==> src/rtl/control_sequencer.sv <==
// Hardwired control unit for the 32-bit CPU: fetch T0-T2, opcode-specific execute T3-T7.
// Strobes are a Moore decode of the state register and the IR opcode.
module control_sequencer #(
  parameter logic [4:0] ADD_OP        = 5'b00011,
  parameter bit         HALT_ON_UNDEF = 1'b0
) (
  input  logic        clock,
  input  logic        reset,
  input  logic        stop,
  input  logic [31:0] IR,
  input  logic        CON_FF,
  output logic        PCout,
  output logic        PCin,
  output logic        IncPC,
  output logic        MARin,
  output logic        MDRin,
  output logic        MDRout,
  output logic        Read,
  output logic        Write,
  output logic        IRin,
  output logic        Yin,
  output logic        Zin,
  output logic        Zlowout,
  output logic        Cout,
  output logic        CONin,
  output logic        Gra,
  output logic        Grb,
  output logic        Grc,
  output logic        Rin,
  output logic        Rout,
  output logic        BAout,
  output logic [4:0]  alu_op,
  output logic        run,
  output logic [3:0]  state
);

  localparam int unsigned OP_W = 5;

  localparam logic [OP_W-1:0] OP_LD   = 5'b00000;
  localparam logic [OP_W-1:0] OP_LDI  = 5'b00001;
  localparam logic [OP_W-1:0] OP_ST   = 5'b00010;
  localparam logic [OP_W-1:0] OP_ADD  = 5'b00011;
  localparam logic [OP_W-1:0] OP_SUB  = 5'b00100;
  localparam logic [OP_W-1:0] OP_AND  = 5'b00101;
  localparam logic [OP_W-1:0] OP_OR   = 5'b00110;
  localparam logic [OP_W-1:0] OP_ADDI = 5'b01100;
  localparam logic [OP_W-1:0] OP_ANDI = 5'b01101;
  localparam logic [OP_W-1:0] OP_ORI  = 5'b01110;
  localparam logic [OP_W-1:0] OP_BR   = 5'b10011;
  localparam logic [OP_W-1:0] OP_NOP  = 5'b11001;
  localparam logic [OP_W-1:0] OP_HALT = 5'b11010;

  typedef enum logic [3:0] {
    S_RESET = 4'd0,
    S_T0    = 4'd1,
    S_T1    = 4'd2,
    S_T2    = 4'd3,
    S_T3    = 4'd4,
    S_T4    = 4'd5,
    S_T5    = 4'd6,
    S_T6    = 4'd7,
    S_T7    = 4'd8,
    S_HALT  = 4'd15
  } state_e;

  typedef enum logic [3:0] {
    C_RTYPE, C_ITYPE, C_LDI, C_LD, C_ST, C_BR, C_NOP, C_HALT, C_UNDEF
  } opcls_e;

  state_e            cur_state;
  state_e            nxt_state;
  opcls_e            opcls;
  logic [OP_W-1:0]   opcode;
  logic              unused_ir;

  assign opcode    = IR[31:27];
  assign unused_ir = ^IR[26:0];
  assign state     = cur_state;

  // Group opcodes by execute sequence
  always_comb begin
    opcls = C_UNDEF;
    case (opcode)
      OP_ADD, OP_SUB, OP_AND, OP_OR: opcls = C_RTYPE;
      OP_ADDI, OP_ANDI, OP_ORI:      opcls = C_ITYPE;
      OP_LDI:                        opcls = C_LDI;
      OP_LD:                         opcls = C_LD;
      OP_ST:                         opcls = C_ST;
      OP_BR:                         opcls = C_BR;
      OP_NOP:                        opcls = C_NOP;
      OP_HALT:                       opcls = C_HALT;
      default:                       opcls = C_UNDEF;
    endcase
  end

  always_ff @(posedge clock) begin
    if (reset) cur_state <= S_RESET;
    else       cur_state <= nxt_state;
  end

  // Next state and strobe decode
  always_comb begin
    nxt_state = cur_state;
    PCout = 1'b0; PCin = 1'b0; IncPC = 1'b0; MARin = 1'b0;
    MDRin = 1'b0; MDRout = 1'b0; Read = 1'b0; Write = 1'b0;
    IRin = 1'b0; Yin = 1'b0; Zin = 1'b0; Zlowout = 1'b0;
    Cout = 1'b0; CONin = 1'b0; Gra = 1'b0; Grb = 1'b0;
    Grc = 1'b0; Rin = 1'b0; Rout = 1'b0; BAout = 1'b0;
    alu_op = ADD_OP;
    run    = 1'b1;

    case (cur_state)
      S_RESET: nxt_state = S_T0;
      S_T0: begin
        if (stop) begin
          nxt_state = S_HALT;
        end else begin
          PCout = 1'b1; MARin = 1'b1; IncPC = 1'b1; Zin = 1'b1;
          nxt_state = S_T1;
        end
      end
      S_T1: begin
        Zlowout = 1'b1; PCin = 1'b1; Read = 1'b1; MDRin = 1'b1;
        nxt_state = S_T2;
      end
      // Short opcodes retire here, so IR must already present the fetched word
      S_T2: begin
        MDRout = 1'b1; IRin = 1'b1;
        case (opcls)
          C_NOP:   nxt_state = S_T0;
          C_HALT:  nxt_state = S_HALT;
          C_UNDEF: nxt_state = HALT_ON_UNDEF ? S_HALT : S_T0;
          default: nxt_state = S_T3;
        endcase
      end
      S_T3: begin
        nxt_state = S_T4;
        case (opcls)
          C_RTYPE, C_ITYPE:   begin Grb = 1'b1; Rout = 1'b1; Yin = 1'b1; end
          C_LDI, C_LD, C_ST:  begin Grb = 1'b1; BAout = 1'b1; Yin = 1'b1; end
          C_BR:               begin Gra = 1'b1; Rout = 1'b1; CONin = 1'b1; end
          default:            nxt_state = S_T0;
        endcase
      end
      S_T4: begin
        nxt_state = S_T5;
        case (opcls)
          C_RTYPE:           begin Grc = 1'b1; Rout = 1'b1; Zin = 1'b1; alu_op = opcode; end
          C_ITYPE:           begin Cout = 1'b1; Zin = 1'b1; alu_op = opcode; end
          C_LDI, C_LD, C_ST: begin Cout = 1'b1; Zin = 1'b1; end
          C_BR:              begin PCout = 1'b1; Yin = 1'b1; end
          default:           nxt_state = S_T0;
        endcase
      end
      S_T5: begin
        case (opcls)
          C_RTYPE, C_ITYPE, C_LDI: begin
            Zlowout = 1'b1; Gra = 1'b1; Rin = 1'b1; nxt_state = S_T0;
          end
          C_LD, C_ST: begin Zlowout = 1'b1; MARin = 1'b1; nxt_state = S_T6; end
          C_BR:       begin Cout = 1'b1; Zin = 1'b1; nxt_state = S_T6; end
          default:    nxt_state = S_T0;
        endcase
      end
      S_T6: begin
        case (opcls)
          C_LD:    begin Read = 1'b1; MDRin = 1'b1; nxt_state = S_T7; end
          C_ST:    begin Gra = 1'b1; Rout = 1'b1; MDRin = 1'b1; nxt_state = S_T7; end
          C_BR:    begin Zlowout = 1'b1; PCin = CON_FF; nxt_state = S_T0; end
          default: nxt_state = S_T0;
        endcase
      end
      S_T7: begin
        nxt_state = S_T0;
        case (opcls)
          C_LD:    begin MDRout = 1'b1; Gra = 1'b1; Rin = 1'b1; end
          C_ST:    Write = 1'b1;
          default: ;
        endcase
      end
      S_HALT: begin
        run       = 1'b0;
        nxt_state = S_HALT;
      end
      default: nxt_state = S_RESET;
    endcase
  end

endmodule

==> config.mk <==
export PLATFORM = sky130hd
export DESIGN_NAME = control_sequencer
export DESIGN_NICKNAME = d
export VERILOG_FILES = /design/src/rtl/control_sequencer.sv
export SDC_FILE = /design/constraint.sdc
export NUM_CORES = 1
export LEC_CHECK = 0
export CORE_MARGIN = 2
export CORE_UTILIZATION = 25
export CTS_CLUSTER_DIAMETER = 50
export CTS_CLUSTER_SIZE = 28
export DETAILED_ROUTE_END_ITERATION = 16
export PLACE_DENSITY = 0.67
export RECOVER_POWER = 50
export SLEW_MARGIN = 5
export SYNTH_ARGS = -nofsm -noshare
export SYNTH_HDL_FRONTEND = slang
export SYNTH_SLANG_ARGS = --single-unit
==> constraint.sdc <==
create_clock -name clock -period 5.9 [get_ports clock]
set_clock_uncertainty 0.2 [all_clocks]
set_input_delay 0.59 -clock clock [delete_from_list [all_inputs] [get_ports clock]]
set_output_delay 0.59 -clock clock [all_outputs]
set_load 0.05 [all_outputs]
# == Word level (Yosys, flattened, before mapping) ==
# Memory sizes are Yosys's and may differ from the RTL's.
# Index checks and enable logic that the tools add are counted.
# totals
ff_bits,4
romBits,128
in_bits,36
wordCells,74
n_memories,1
# op_classes
n_eq_ne,17
mux,42
reduce_logical,13
# memory_table
name,words,width,read_ports,rd_clocked_by_memory_dff,write_ports,line_no,text
(name not given),32,4,1,0,0,83,case (opcode)
# op_table
cell,count
$pmux 4 s9,1
$eq 4x3->1 const B,8
$mux 1,20
$pmux 1 s2,9
$eq 4x2->1 const B,4
$eq 4x4->1 const B,3
$reduce_or 3->1,4
$mux 5,2
$mux 3,3
$pmux 1 s3,3
$eq 4x1->1 const B,2
$logic_not 4->1,2
$mux 4,2
$pmux 4 s2,1
$reduce_or 2->1,4
$reduce_or 6->1,1
$reduce_or 5->1,1
$pmux 1 s4,1
$reduce_or 4->1,1

# == Depth between registers and ports, before layout ==
# Gate-level depths: netlist (run 1).
# An unclocked memory read counts as a cell.
# depth
depth_word,5
mapped_depth,9

# == Least setup slack after synthesis (run 1) ==
# No wires, ideal clock.
# synth_path
kind,input-to-output
from,in IR[27]
to,out Gra
arrival_time_ns,3.360
setup_slack_ns,1.750
cell_stages,8
n_path_buf,0
path_cell_list,inv_1 -> ha_1 -> or4b_1 -> o211ai_1 -> nand2_1 -> mux2i_1 -> nor3_1 -> or2_1
# synth_via
elab_chain_cells,5
elab_cells_between_ends,13
classes_between,eq/ne (5); mux (5); reduce/logical (2); memory (1)
# synth_lines
item,line_no,text
"start, declared",10,"input logic [31:0] IR,"
$mem_v2 32x4 *,-,
$eq 4x1->1 (tied with other cells),156,case (opcls)
$reduce_or 3->1,-,
$mux 1,156,
$pmux 1 s4 *,112,case (cur_state)
"end, declared",26,"output logic Gra,"
# Mark *: on every way between the ends. The rest lies on a longest branch, timed or not.

# == Worst setup path after layout (run 1) ==
# layout_path
from,in IR[28]
to,out Zlowout
# layout_via
elab_chain_cells,5
elab_cells_between_ends,11
classes_between,eq/ne (5); mux (3); reduce/logical (2); memory (1)
# layout_lines
item,line_no,text
$mem_v2 32x4 *,-,
$eq 4x2->1 (tied with other cells),156,
$reduce_or 5->1 (no source line),-,
$mux 1,156,
$pmux 1 s3 *,112,
"end, declared",23,"output logic Zlowout,"
# Marks and branches as above.

==> metrics, run 1 <==
status=complete, no violations; Chip Height=between 60 and 70 um; # H-tree levels=1; Slew @ Worst Pin=0.768 ns; TritonCTS Buffers=3; post-synthesis sequential area ratio=8.59%; CTS Root Cell=clkbuf_8; worst r2r path cells=4; Post-CTS Hold Fix Bufs=0; post-synthesis instance total=143; final hold violations=0; core area=0.00363 mm^2; r2r setup slk=3.88 ns; Skew-Pair Late Insertion Delay=0.21 ns; pin count of the biggest net entering global routing=15; list of cells traversed by the critical path=dlygate4sd3_1 -> inv_1 -> ha_1 -> mux2i_1 -> mux2i_1 -> nand4b_1 -> nor2_1 -> a21oi_1 -> o221ai_1 -> clkdlybuf4s50_1; drt drc=0; vias in the first global route=1057; n_diodes=0; row count=22; Slowest cell on crit path=clkdlybuf4s50_1; initial DRC count=70; Leak=0.000526 uW; maximum vdd drop=between 200 and 250 uV; Worst Hold Depth=3; cts repair resizes=0; GRT Overall Usage=~14%; EDFF count, synth=0; min-delay src=state[3]; Syn Std Cell Area=a little over 900 um^2; critical path data arrival time=4.13 ns; die width=approximately 65 um; clk slew on worst S/H paths=roughly 0.03 ns; post-layout min period=4.92 ns; Synth async-reset ratio=0%; worst hold slack=0.493 ns; Mapped Nets=183; postcts setup bufs=0; final critical-path share of the clock period=between 80% and 90%; fmax=~200 MHz; fillers=396; wire length per cell=13.0 um; number of I/O port buffers=38; Finish-stage setup viols=0; reg2reg end=state[3]; die area=0.00423 mm^2; Synth area leaders=dfxtp_1 8.6%, nand2_1 6.8%, mux2i_1 6.4%; Slew Limit Fails=0; ANT nets after route=0; Max FO, Critical Path=8; first-pass GRT wire length=4890 um; DR pass1 iterations=4; worst hold-check path type=flip-flop to flip-flop; syn avg cell area=between 6 and 7 um^2; CP most frequent cell=mux2i_1; critical path class=input pin to primary output; dpl ws=1.09 ns; RSZ-0062 raised after global routing=false; top_reg_cell synth=dfxtp_1; HPWL Detailed=2230 um; io pins=66; CTS tree=done; Seq cells post-synth=4; initial antenna violation count=0; vias per std cell=5.22; nature of the critical path startpoint=input pin; RR Startpoint=state[2]; Yosys top cell area share=under 10%; via count=1164; Area growth, synth to finish=46.6%; endpoint class of the critical path=primary output; max FFs per register=4; Max-slew headroom=48.2%; gpl congestion=approximately 0.92; required time of the critical path=5.11 ns; CTS Sinks=4; WL final=around 2900 um; Layout Cell Area excl Fill=roughly 0.0014 mm^2; total gr overflow=0; fin nets=217; post-route setup TNS=0 ns; Warnings, synthesis=0; multi-input logic area=782 um^2; Critical Path Max Stage Delay=between 0.8 and 0.9 ns; Hold Path Sink=state[0]; max-cap violation count=0; met3 wire len=approximately 170 um; clock buffer depth=2; synth unique cells=44; worst setup margin=0.979 ns; Post-DP Area=0.00133 mm^2; met1 wire length=1370 um; DR WL met2=1360 um; highest metal used=met3; layout cells sized above 1=about 4.0%; Initial Util=25.7%; Layout Utilization=37.6%; Synth area leader=dfxtp_1; sequential cell area=80.1 um^2; pwr dens=357 mW/mm^2
-- layout by cell type (no fill, tap or decap), types with 2 or more instances in the layout --
| master | synthesis | final |
|---|---|---|
| nor2b_1 | 4 | 4 |
| o31a_1 | 2 | 2 |
| nand4b_1 | 2 | 2 |
| o21a_1 | 2 | 2 |
| nor2_1 | 15 | 15 |
| clkdlybuf4s50_1 | 0 | 24 |
| clkbuf_8 | 0 | 3 |
| nor3_1 | 9 | 9 |
| o21ai_1 | 5 | 5 |
| a21oi_1 | 9 | 9 |
| mux2i_1 | 6 | 6 |
| o22ai_1 | 2 | 2 |
| nor4_1 | 2 | 2 |
| and2_1 | 5 | 5 |
| dlygate4sd3_1 | 0 | 14 |
| a22oi_1 | 2 | 2 |
| nand2_1 | 17 | 17 |
| o21ai_0 | 4 | 4 |
| inv_1 | 6 | 6 |
| nand2b_1 | 5 | 5 |
| o221ai_1 | 3 | 3 |
| nand3_1 | 5 | 5 |
| dfxtp_1 | 4 | 4 |
| ha_1 | 4 | 4 |
| a31oi_1 | 2 | 2 |
-- layer usage --
metal / up-vias / GRT usage, %
met5: - / 0
met2: 39 / 21.3
met3: 0 / 1.74
met4: 0 / 6.25
met1: 529 / 19.5
li1: 596 / -
-- worst max-delay path: cells and delay by family --
kind                     cells  cell delay (ns)
buffers and inverters        3             1.58
AND/OR/NAND/NOR              2             0.68
multiplexers                 2             0.61
AO/OA/AOI/OAI                2             0.34
adder cells (fa/ha/maj)      1             0.32
-- cell usage after synthesis (2+ instances only) --
library cell and n:
o21a_1 2, nor4_1 2, nand2_1 17, clkbuf_1 7, a21oi_1 9, nand3_1 5
o21ai_1 5, nor2b_1 4, and2_1 5, o22ai_1 2, o21ai_0 4, inv_1 6
nor2_1 15, nand4b_1 2, nand2b_1 5, nor3_1 9, o31a_1 2, ha_1 4
o221ai_1 3, a22oi_1 2, mux2i_1 6, a31oi_1 2, dfxtp_1 4
-- stage by stage --
stage	instances	power, uW
6_report	223	488
5_1_grt	223	525
4_1_cts	223	500
3_5_place_dp	220	442
3_3_place_gp	220	442
2_1_floorplan	143	334
-- where the power goes --
group          total [uW]  switching [uW]  leakage, uW  internal, uW
Sequential           71.2            33.0    0.0000331          38.2
Combinational         361             246     0.000471           115
Clock                55.7            12.4    0.0000216          43.3
-- area by class of cell --
class,instances,area share [%]
clock buffer,3,3.02
inverter,6,1.65
multi-input combinational,124,57.2
sequential,4,5.86
tap,48,4.40
timing repair buffer,38,27.8
-- logic make-up after synthesis --
family | Yosys count | synth area share [%]
fa+ha+maj | 4 | 5.37
compound gates | 42 | 32.1
buf+inv | 15 | 6.98
flops | 4 | 8.59
simple gates | 71 | 39.3
mux | 7 | 7.65
-- worst max-delay path by stage --
stage / from / to / slack (ns)
3_3_place_gp: IR[28] / Zlowout / 1.06
4_1_cts: IR[28] / Zlowout / 1.08
5_1_grt: IR[28] / Zlowout / 0.69
6_report: IR[28] / Zlowout / 0.98
3_5_place_dp: IR[28] / Zlowout / 1.09
2_1_floorplan: IR[27] / Gra / 1.75
Note: power is estimated with default switching activity, not from simulation.
==> inputs of run 2 (changes only) <==
--- a/config.mk
+++ b/config.mk
@@ -10,7 +10,7 @@
 export CTS_CLUSTER_DIAMETER = 50
 export CTS_CLUSTER_SIZE = 28
 export DETAILED_ROUTE_END_ITERATION = 16
-export PLACE_DENSITY = 0.67
+export PLACE_DENSITY = 0.69
 export RECOVER_POWER = 50
 export SLEW_MARGIN = 5
 export SYNTH_ARGS = -nofsm -noshare
==> constraint.sdc (replaced) <==
create_clock -name clock -period 4.1 [get_ports clock]
set_clock_uncertainty 0.2 [all_clocks]
set_input_delay 0.41 -clock clock [delete_from_list [all_inputs] [get_ports clock]]
set_output_delay 0.41 -clock clock [all_outputs]
set_load 0.05 [all_outputs]
==> metrics, run 2 (synthesis results as in run 1) <==
GRT Overall Usage=14.1% (+0.15 points); WL final=2890 um (-0.35%); initial antenna violation count=0 (unchanged); TritonCTS Buffers=3 (unchanged); status=complete, no violations; Slew @ Worst Pin=0.660 ns (-0.108 ns); Slew Limit Fails=0 (unchanged); final hold violations=0 (unchanged); fmax=263 MHz; CP most frequent cell=mux2i_1; pin count of the biggest net entering global routing=15 (unchanged); Skew-Pair Late Insertion Delay=0.21 ns (about the same); Layout Utilization=42.0% (+4.4 points); first-pass GRT wire length=4950 um (+1.3%); pwr dens=508 mW/mm^2 (+42%); row count=22 (unchanged); Leak=0.000601 uW (+14%); Finish-stage setup viols=0 (unchanged); core area=0.00363 mm^2 (unchanged); gpl congestion=0.875 (-4.5%); required time of the critical path=3.49 ns (-1.62 ns); max FFs per register=4 (unchanged); Slowest cell on crit path=clkdlybuf4s50_1; final critical-path share of the clock period=92.6%; total power=777 uW (+59%); io pins=66 (unchanged); CTS tree=done; Chip Height=65.1 um (unchanged); critical path class=input pin to primary output; layout cells sized above 1=17.3% (+13 points); total gr overflow=0 (unchanged); max-cap violation count=0 (unchanged); maximum vdd drop=300 uV (+38%); die width=65.1 um (unchanged); worst hold slack=0.512 ns (+0.0190 ns); post-route setup TNS=0 ns (unchanged); most frequent cells in the layout=17 x nand2_1, 16 x buf_12, 15 x nor2_1; # H-tree levels=1 (unchanged); list of cells traversed by the critical path=clkdlybuf4s50_1 -> inv_1 -> ha_1 -> mux2i_1 -> mux2i_1 -> nand4b_1 -> nor2_1 -> a21oi_1 -> o221ai_1 -> buf_12; n_diodes=0 (unchanged); Max FO, Critical Path=8 (unchanged); r2r setup slk=2.09 ns (-1.79 ns); CTS Root Cell=clkbuf_8; die area=0.00423 mm^2 (unchanged); worst hold-check path type=flip-flop to flip-flop; Critical Path Max Stage Delay=0.58 ns (-0.25 ns); commonest non-fill, non-tap cell in the layout=nand2_1; HPWL Detailed=2260 um (+1.4%); RSZ-0062 raised after global routing=false; nature of the critical path startpoint=input pin; drt drc=0 (unchanged); Initial Util=25.7% (unchanged); endpoint class of the critical path=primary output; initial DRC count=63 (-10%); DR pass1 iterations=4 (unchanged); vias in the first global route=1101 (+4.2%); wire length per cell=12.7 um (-2.1%); Area growth, synth to finish=63.9%; clock buffer depth=2 (unchanged); vias per std cell=5.24 (+0.35%); Max-slew headroom=54.8% (+6.5 points); CTS Sinks=4 (unchanged); via count=1189 (+2.1%); clk slew on worst S/H paths=0.03 ns (about the same); post-layout min period=3.80 ns; fin nets=221 (+1.8%); critical path data arrival time=3.19 ns (-0.94 ns); number of I/O port buffers=38 (unchanged); Post-CTS Hold Fix Bufs=0 (unchanged); ANT nets after route=0 (unchanged); cts repair resizes=0 (unchanged); postcts setup bufs=0 (unchanged)
-- run 2: cell types whose count changed in the layout (fill, tap and decap cells not counted) --
cell / change
buf_12: +16
dlygate4sd3_1: -7
o21ai_1: -2
clkdlybuf4s50_1: -16
buf_4: +8
o21ai_0: +2
clkbuf_1: +3
-- run 2: final timing paths --
check | cells after the start | from | to
worst max-delay path | 10 | IR[28] | Zlowout
worst max register to register | 5 | state[1] | state[0]
worst min-delay path | 3 | state[3] | state[0]
worst min register to register | 3 | state[3] | state[0]
-- run 2: critical path: cells and delay by family --
kind | cells | cell delay, ns
AOI/OAI and AO/OA | 2 | 0.43
adders and majority gates | 1 | 0.32
buffers and inverters | 3 | 0.85
muxes | 2 | 0.63
and+or+nand+nor | 2 | 0.54
-- run 2: metrics by stage --
| step | cells | setup slack [ns] | instance area (um^2) |
|---|---|---|---|
| finish | 227 | 0.302 | 1530 |
| global route | 227 | 0.0533 | 1530 |
| detailed placement | 224 | 0.313 | 1500 |
| global placement | 224 | 0.321 | 1500 |
| CTS | 227 | 0.299 | 1540 |
| floorplan | 143 | 0.310 | 932 |
-- run 2: routing by layer --
layer	vias up	global-route usage, %	part of all wire [%]
li1	601	-	-
met2	34	24.0	48
met3	0	1.91	5.0
met5	-	0	0
met4	0	1.56	0
met1	554	19.6	47
-- run 2: power breakdown --
part           leakage (uW)  switching [uW]  total, uW  internal, uW
Sequential        0.0000331            48.3        103          54.9
Clock             0.0000216            17.8       80.2          62.3
Combinational      0.000547             369        593           225
-- run 2: layout make-up --
type,instances,area (um^2)
Tap cell,48,60.1
Fill cell,377,2110
Sequential cell,4,80.1
Clock buffer,3,41.3
Timing Repair Buffer,42,542
Inverter,6,22.5
Multi-Input combinational cell,124,782
==> inputs of run 3 (changes only) <==
--- a/config.mk
+++ b/config.mk
@@ -6,11 +6,11 @@
 export NUM_CORES = 1
 export LEC_CHECK = 0
 export CORE_MARGIN = 2
-export CORE_UTILIZATION = 25
+export CORE_UTILIZATION = 30
 export CTS_CLUSTER_DIAMETER = 50
 export CTS_CLUSTER_SIZE = 28
 export DETAILED_ROUTE_END_ITERATION = 16
-export PLACE_DENSITY = 0.69
+export PLACE_DENSITY = 0.8
 export RECOVER_POWER = 50
 export SLEW_MARGIN = 5
 export SYNTH_ARGS = -nofsm -noshare
==> metrics, run 3 (synthesis results as in run 1) <==
cts repair resizes=0 (unchanged); fillers=299 (-21%); pwr dens=503 mW/mm^2 (-1.1%); critical path class=input pin to primary output; crit path to=Zlowout; core area=0.00300 mm^2 (-17%); gpl congestion=0.956 (+9.2%); Chip Height=59.7 um (-8.2%); RSZ-0062 raised after global routing=false; post-route setup TNS=0 ns (unchanged); GRT Overall Usage=16.9% (+2.7 points); met1 wire length=1230 um (-8.9%); RR Startpoint=state[2]; n_diodes=0 (unchanged); most frequent cells in the layout=17 x nand2_1, 16 x buf_12, 15 x nor2_1; CTS Sinks=4 (unchanged); number of I/O port buffers=38 (unchanged); CP most frequent cell=mux2i_1; Critical Path Max Stage Delay=0.59 ns (about the same); Leak=0.000588 uW (-2.2%); final hold violations=0 (unchanged); Slowest cell on crit path=clkdlybuf4s50_1; fmax=261 MHz (-0.84%); wire length per cell=13.6 um (+6.7%); first-pass GRT wire length=4790 um (-3.2%); post-layout min period=3.83 ns (+0.0321 ns); critical path data arrival time=3.22 ns (+0.03 ns); status=complete, no violations; vias in the first global route=1083 (-1.6%); drt drc=0 (unchanged); fin nets=220 (-0.45%); endpoint class of the critical path=primary output; list of cells traversed by the critical path=clkdlybuf4s50_1 -> inv_1 -> ha_1 -> mux2i_1 -> mux2i_1 -> nand4b_1 -> nor2_1 -> a21oi_1 -> o221ai_1 -> buf_12; max-cap violation count=0 (unchanged); io pins=66 (unchanged); Max FO, Critical Path=8 (unchanged); Finish-stage setup viols=0 (unchanged); die area=0.00357 mm^2 (-16%); HPWL Detailed=2220 um (-1.8%); commonest non-fill, non-tap cell in the layout=nand2_1; max FFs per register=4 (unchanged); DR WL met2=1380 um (-0.79%); maximum vdd drop=386 uV (+29%); Area growth, synth to finish=58.4%; Setup crit start=IR[28]; Inst Count DP=208 (-7.1%); Skew-Pair Late Insertion Delay=0.23 ns (+0.02 ns); clock buffer depth=2 (unchanged); highest metal used=met4; pin count of the biggest net entering global routing=15 (unchanged); non-filler cells, final=211 (-7.0%); Max-slew headroom=49.1% (-5.6 points); final critical-path share of the clock period=93.4% (+0.78 points); CTS tree=done; required time of the critical path=3.49 ns (about the same); total gr overflow=0 (unchanged); nature of the critical path startpoint=input pin; via count=1198 (+0.76%); # H-tree levels=1 (unchanged); Slew Limit Fails=0 (unchanged); initial antenna violation count=0 (unchanged); r2r setup slk=2.07 ns (-0.02 ns); worst hold-check path type=flip-flop to flip-flop; met3 wire len=231 um (+60%); row count=20 (-9.1%); layout cells sized above 1=16.3% (-1.0 points); Initial Util=31.0% (+5.4 points); die width=59.7 um (-8.2%); vias per std cell=5.68 (+8.4%); reg2reg end=state[3]; Post-CTS Hold Fix Bufs=0 (unchanged); clk slew on worst S/H paths=0.03 ns (about the same); CTS Root Cell=clkbuf_4; Slew @ Worst Pin=0.755 ns (+0.0951 ns); initial DRC count=60 (-4.8%); postcts setup bufs=0 (unchanged); TritonCTS Buffers=3 (unchanged); WL final=2860 um (-0.87%); ANT nets after route=0 (unchanged); worst r2r path cells=4 (-1); DR pass1 iterations=4 (unchanged)
-- run 3: power by group --
part           total (uW)  switching [uW]  internal [uW]
combinational         592             368            224
clock                47.4            14.7           32.6
sequential            103            48.4           54.9
total                 742             431            312
-- run 3: layout make-up --
cell class / count / area, um^2 / share of cell area [%]
tap: 33 / 41.3 / 2.80
sequential: 4 / 80.1 / 5.42
inverter: 6 / 22.5 / 1.53
multi-input combinational: 124 / 776 / 52.5
clock buffer: 3 / 22.5 / 1.53
timing repair buffer: 41 / 534 / 36.2
-- run 3: metal layers --
layer | GRT usage [%] | up-vias
met3 | 2.81 | 2
met5 | 0 | -
met4 | 5.08 | 0
li1 | - | 599
met1 | 22.7 | 545
met2 | 27.3 | 52
-- run 3: critical path, delay by kind of cell --
kind	cells	cell delay, ns
AO/OA/AOI/OAI	2	0.43
adder cells (fa/ha/maj)	1	0.32
buffers and inverters	3	0.86
multiplexers	2	0.64
AND/OR/NAND/NOR	2	0.55
-- run 3: per-stage QoR --
step | hold WS [ns] | worst slack [ns] | cell area (um^2) | power, uW | utilization, %
after floorplan | 0.389 | 0.310 | 932 | 481 | -
after global placement | 0.489 | 0.326 | 1480 | 705 | 49.2
after detailed placement | 0.496 | 0.281 | 1480 | 709 | 49.2
after CTS | 0.507 | 0.288 | 1500 | 760 | 49.9
after global routing | 0.569 | 0.0407 | 1480 | 793 | 49.2
final | 0.504 | 0.270 | 1480 | 742 | 49.2
-- run 3: worst min path at each step --
| stage | startpoint | to | slack, ns | depth (start not counted) |
|---|---|---|---|---|
| floorplan | reset | state[0] | 0.39 | 3 |
| global placement | state[3] | state[0] | 0.49 | 3 |
| detailed placement | state[3] | state[0] | 0.50 | 3 |
| CTS | state[3] | state[0] | 0.51 | 3 |
| global route | state[3] | state[1] | 0.57 | 2 |
| finish | state[3] | state[0] | 0.50 | 3 |
